[config.mk]
export PLATFORM = sky130hd
export DESIGN_NAME = layer_sequencer
export DESIGN_NICKNAME = d
export VERILOG_FILES = /design/src/rtl/layer_sequencer.sv
export SDC_FILE = /design/constraint.sdc
export NUM_CORES = 1
export LEC_CHECK = 0
export CAP_MARGIN = 20
export CELL_PAD_IN_SITES_DETAIL_PLACEMENT = 1
export CELL_PAD_IN_SITES_GLOBAL_PLACEMENT = 1
export CORE_MARGIN = 10
export CORE_UTILIZATION = 51
export DETAILED_ROUTE_END_ITERATION = 16
export PLACE_DENSITY = 0.92
export SLEW_MARGIN = 40
export SYNTH_ARGS = -nofsm -noshare
export SYNTH_HDL_FRONTEND = slang
export SYNTH_SLANG_ARGS = --single-unit
[constraint.sdc]
create_clock -name clk -period 6.85 [get_ports clk]
set_input_delay 0.685 -clock clk [delete_from_list [all_inputs] [get_ports clk]]
set_output_delay 0.685 -clock clk [all_outputs]
set_load 0.1 [all_outputs]
[src/rtl/layer_sequencer.sv]
// layer_sequencer: steps an AddressGenerator through each layer of a network and drives MAC/neuron-write control
// Ports: clk/reset (sync, active-high); cfg_we/cfg_addr/cfg_nk write the per-layer neuron-count table while idle;
//   num_layers/start launch a run, busy/done/layer_idx report it; ag_* talk to the AddressGenerator;
//   acc_clear/acc_en drive the MAC accumulator; neuron_we writes each finished neuron (one cycle late).
// Option: define LAYER_SEQ_LAYER_DONE_EN to add layer_done, pulsing with each ag_finished seen in RUN.
module layer_sequencer #(
  parameter int IP_DATA_BUS_WIDTH = 16,
  parameter int NEURON_ADDRESS_BUS_WIDTH = 8,
  parameter int WEIGHTS_ADDRESS_BUS_WIDTH = 16,
  parameter int LAYER_IDX_WIDTH = 3,
  parameter int W_BASE_INIT = 0,
  parameter int N_BASE_INIT = 0
) (
  input  logic                                 clk,
  input  logic                                 reset,
  input  logic                                 cfg_we,
  input  logic [LAYER_IDX_WIDTH-1:0]           cfg_addr,
  input  logic [IP_DATA_BUS_WIDTH-1:0]         cfg_nk,
  input  logic [LAYER_IDX_WIDTH-1:0]           num_layers,
  input  logic                                 start,
  output logic                                 busy,
  output logic                                 done,
  output logic [LAYER_IDX_WIDTH-1:0]           layer_idx,
  output logic                                 ag_read,
  output logic [IP_DATA_BUS_WIDTH-1:0]         ag_Nk,
  output logic [WEIGHTS_ADDRESS_BUS_WIDTH-1:0] ag_w_base,
  output logic [NEURON_ADDRESS_BUS_WIDTH-1:0]  ag_nr_base,
  output logic [NEURON_ADDRESS_BUS_WIDTH-1:0]  ag_nw_base,
  input  logic                                 ag_finished,
  input  logic                                 ag_neuron_fin,
  output logic                                 acc_clear,
  output logic                                 acc_en,
  output logic                                 neuron_we
`ifdef LAYER_SEQ_LAYER_DONE_EN
  ,
  output logic                                 layer_done
`endif
);
  localparam int D = IP_DATA_BUS_WIDTH;
  localparam int NA = NEURON_ADDRESS_BUS_WIDTH;
  localparam int WA = WEIGHTS_ADDRESS_BUS_WIDTH;
  localparam int L = LAYER_IDX_WIDTH;
  typedef enum logic [2:0] {IDLE, PRIME, LOAD, RUN, DONE} state_t;
  state_t state_q, state_d;
  logic [D-1:0] tbl_q [2**L];
  logic [L-1:0] layer_idx_q, nl_q, sh_a_q;
  logic [WA-1:0] w_q, w_h_q;
  logic [NA-1:0] nr_q, nw_q, nr_h_q, nw_h_q;
  logic [D-1:0] nk_h_q, sh_val_q, nk0, nkl;
  logic clr_q, nwe_q, sh_v_q, last;
  // A table write coinciding with start must not affect the run it launches: the overwritten entry is shadowed.
  assign nk0 = (sh_v_q && sh_a_q == '0) ? sh_val_q : tbl_q[0];
  assign nkl = (sh_v_q && sh_a_q == layer_idx_q) ? sh_val_q : tbl_q[layer_idx_q];
  assign last = layer_idx_q == nl_q;
  always_ff @(posedge clk)
    if (reset) state_q <= IDLE;
    else state_q <= state_d;
  always_comb begin
    state_d = state_q;
    case (state_q)
      IDLE:  state_d = start ? (num_layers == '0 ? DONE : PRIME) : IDLE;
      PRIME: state_d = LOAD;
      LOAD:  state_d = RUN;
      RUN:   state_d = ag_finished ? (last ? DONE : LOAD) : RUN;
      default: state_d = IDLE;
    endcase
  end
  always_comb begin
    busy = state_q != IDLE;
    done = state_q == DONE;
    layer_idx = layer_idx_q;
    ag_read = state_q == PRIME || state_q == LOAD;
    ag_Nk = state_q == PRIME ? nk0 : state_q == LOAD ? nkl : nk_h_q;
    ag_w_base = state_q == LOAD ? w_q : w_h_q;
    ag_nr_base = state_q == LOAD ? nr_q : nr_h_q;
    ag_nw_base = state_q == LOAD ? nw_q : nw_h_q;
    acc_en = state_q == RUN;
    acc_clear = state_q == RUN && clr_q;
    neuron_we = nwe_q;
`ifdef LAYER_SEQ_LAYER_DONE_EN
    layer_done = state_q == RUN && ag_finished;
`endif
  end
  always_ff @(posedge clk)
    if (cfg_we && state_q == IDLE) tbl_q[cfg_addr] <= cfg_nk;
  always_ff @(posedge clk) begin
    if (reset) begin
      layer_idx_q <= '0;
      nl_q <= '0;
      w_q <= WA'(W_BASE_INIT);
      nr_q <= NA'(N_BASE_INIT);
      nw_q <= NA'(N_BASE_INIT);
      w_h_q <= '0;
      nr_h_q <= '0;
      nw_h_q <= '0;
      nk_h_q <= '0;
      clr_q <= 1'b0;
      nwe_q <= 1'b0;
      sh_v_q <= 1'b0;
      sh_a_q <= '0;
      sh_val_q <= '0;
    end else begin
      nk_h_q <= ag_Nk;
      w_h_q <= ag_w_base;
      nr_h_q <= ag_nr_base;
      nw_h_q <= ag_nw_base;
      clr_q <= state_q == LOAD || (state_q == RUN && ag_neuron_fin);
      nwe_q <= state_q == RUN && ag_neuron_fin;
      if (state_q == IDLE) begin
        sh_v_q <= start && cfg_we;
        sh_a_q <= cfg_addr;
        sh_val_q <= tbl_q[cfg_addr];
        if (start) nl_q <= num_layers;
      end
      if (state_q == PRIME) begin
        layer_idx_q <= L'(1);
        w_q <= WA'(W_BASE_INIT);
        nr_q <= NA'(N_BASE_INIT);
        nw_q <= NA'(N_BASE_INIT) + nk0[NA-1:0];
      end
      if (state_q == RUN) begin
        w_q <= w_q + WA'(1);
        if (ag_finished && !last) begin
          layer_idx_q <= layer_idx_q + L'(1);
          nr_q <= nw_q;
          nw_q <= nw_q + nkl[NA-1:0];
        end
      end
    end
  end
endmodule

==> results.cfg <==
[finish]
areaGrowthSynthToFinish_pct = 16.3
drive_above_1_share_pct = 19.7
final_cell_mix = 212 x nand2_1, 128 x edfxtp_1, 110 x dfxtp_1, 88 x a21oi_1, 57 x buf_2
postLayoutCellArea_sq_um = 12700
nets = 1068
final_common_cell = nand2_1

[sta]
worst_slew_pin_slew_ns = 0.837
fmax_mhz = 236
maxSlewViolCount = 0
fin_crit_sh_pct = 61.9
period_needed_ns = 4.24
tns_ns = 0
finalSetupViolations = 0
slew_headroom_pct = 44.0
clock-skew-final_ns = 0.0301
rsz0062_at_grt = no
finalHoldViolCount = 0

[synthesis]
ys.flop_type = edfxtp_1
avgSynthCellArea_sq_um = 11.4
yosys_warnings = 0
synth_seq_area_share_pct = 55.5
synth_top_family_by_area = multiplexers
synth_edf_count = 128
synth.distinct_cells = 61
ys_ff_latch = 239
synth_top_area_share_pct = 35.2
synth_fa_ha_area_share_pct = 1.33
yosys.area.top_type = edfxtp_1
ys_async_sr_fraction_pct = 0
synth_area_leaders = edfxtp_1 35%, dfxtp_1 20%, mux4_2 9.9%, nand2_1 7.3%, a21oi_1 4.0%
synth_nets = 1001
synth_compound_area_share_pct = 10.5
yosys.area_share.simple_pct = 14.0
syn_area_sq_um = 10900
synthMuxAreaShare_pct = 14.5
synth_xor_xnor_area_share_pct = 1.20
synthCells = 962

[place]
dpl_cell_area_sq_um = 11800
io_buffers = 84
dpl.hpwl_mm = 22.7
place_congestion = 0.860

[routing]
drc_errors = 0
ant_nets = 0
top_layer_used = met4
route.met3.wl_mm = 3.21
wl_met1_mm = 13.6
drt_iter0_markers = 954
post_drt_wl_per_cell_um = 26.8
drt-vias-per-instance = 6.58
drtPass1Iterations = 5
drt_wl_total_mm = 35.5
vias = 8718
wl_met2_mm = 17.3

[critical_path]
path_class = reg2out
cp-end-kind = primary output
cp-start-kind = register
slowest_stage = dfxtp_1
critical_path.max_stage_delay_ns = 0.81
cp_cell_sequence = buf_4 > xnor2_1 > nand4_1 > buf_4 > mux2_2 > a22oi_1 > nand2_1 > buf_2
cp_max_fo = 25
cp.arrival_ns = 3.56
cp_common_cell = buf_4
required_ns = 6.16
path_buf_inv = 3
cp_top_family = buffers and inverters

[global_route]
grt_pass1_vias = 9177
antenna_found_initial = 1
gr-total-overflow = 0
grt_max_degree = 63
grt_pass1_wl_mm = 55.6
grt_usage_pct = 24.9

[pwr]
power.density_nw_per_um2 = 292
peakVddDrop_mv = 0.198
p_leak_nw = 4.77

[die]
die_area_sq_um = 27700
start_util_pct = 52.0
die_w_um = 166
num_io_pins = 85
coreArea_sq_um = 21000
die_h_um = 166
num_rows = 53

[clock_tree]
ctsHoldBuffers = 0
clockRootBuffer = clkbuf_16
post_cts_buffers = 0
cts_buffer_depth = 3
clkLatencyLatePin_ns = 0.55
cts_tree = built
htreeDepth = 1
clock-sinks = 239
cts_buffers = 26
ctsResizeCount = 0
clkTransAtPathRegs_ns = 0.06

[status]
status = completed

[job]
cap_violations = 0

[min_path]
hold_class = reg2reg
[stage by stage]
stage,hold WS (ns),total power (W),util [%],setup slack [ns],cells
2_1_floorplan,0.444,0.00208,-,2.50,962
3_3_place_gp,0.450,0.00225,57.1,2.41,1269
3_5_place_dp,0.458,0.00226,56.2,2.51,1276
4_1_cts,0.467,0.00371,60.4,2.37,1323
5_1_grt,0.495,0.00383,60.4,2.42,1323
6_report,0.465,0.00371,60.5,2.61,1324
[state kept, by name, indices dropped and copies added (netlist names)]
name and count:
nw_h_q 8, neuron_we 1, nk_h_q 16, sh_v_q 1, state_q 3, clr_q 1, sh_a_q 3, nr_h_q 8
nw_q 8, w_h_q 16, sh_val_q 16, nr_q 8, tbl_q 128, nl_q 3, layer_idx 3, w_q 16
[worst reg2reg max path, cell delays in order, from the launching register on]
cell and delay [ns]:
dfxtp_1 0.81, buf_4 0.45, xnor2_1 0.19, nand4_1 0.14
buf_4 0.33, mux2_2 0.44, ha_1 0.33, a211oi_1 0.34
nor2_1 0.12, o41a_1 0.39, or3_1 0.34, a311oi_1 0.27
[layout make-up]
cell class / count / area (sq um)
repair buffers: 104 / 723
flip-flops and latches: 239 / 6070
clock buffers: 35 / 711
multi-input cells: 650 / 4660
inverters: 8 / 30.0
diodes: 1 / 2.50
clock inverters: 12 / 174
well taps: 275 / 344
fillers: 2162 / 8310
[final timing paths]
path         cells past startpoint       end  slack, ns    startpoint
max                              8  ag_Nk[5]       2.61  layer_idx[1]
min                              2  w_h_q[4]       0.47      w_h_q[4]
max reg2reg                     11   nw_q[7]       2.63  layer_idx[1]
min reg2reg                      2  w_h_q[4]       0.47      w_h_q[4]
[layer usage]
metal,global-route usage (%),vias to the layer above
met3,5.37,118
met2,41.2,483
met5,0,-
met4,9.93,0
li1,-,3718
met1,31.3,4399
[kinds of logic (layout without fill, tap and decap cells)]
| group | Yosys count | in the layout |
|---|---|---|
| flip-flops | 239 | 239 |
| AND/OR/NAND/NOR | 353 | 353 |
| adder cells (fa/ha/maj) | 11 | 11 |
| buffers and inverters | 73 | 159 |
| XOR/XNOR | 15 | 15 |
| other | 0 | 1 |
| AO/OA/AOI/OAI | 181 | 181 |
| multiplexers | 90 | 90 |
[Yosys cell counts, drive strengths merged (4+ instances only)]
cell type  instances
a211oi             6
a21o               6
a21oi             88
a221o              4
a221oi            13
a22oi              5
a311oi            12
a31oi              6
buf               26
clkbuf            39
dfxtp            111
edfxtp           128
ha                10
inv                6
mux2              15
mux2i             23
mux4              52
nand2            213
nand2b             4
nand3             25
nand4              6
nor2              53
nor2b              6
nor3              22
nor4               5
o211ai             9
o21ai             12
o22ai              6
xnor2              5
xor2              10
[report_power, final]
group / total, W / internal, W / switching [W]
Clock: 0.00146 / 0.000880 / 0.000576
Sequential: 0.00163 / 0.00157 / 0.0000606
Combinational: 0.000632 / 0.000169 / 0.000463
Total: 0.00371 / 0.00261 / 0.00110
No activity file was read; power rests on OpenSTA's default activity.
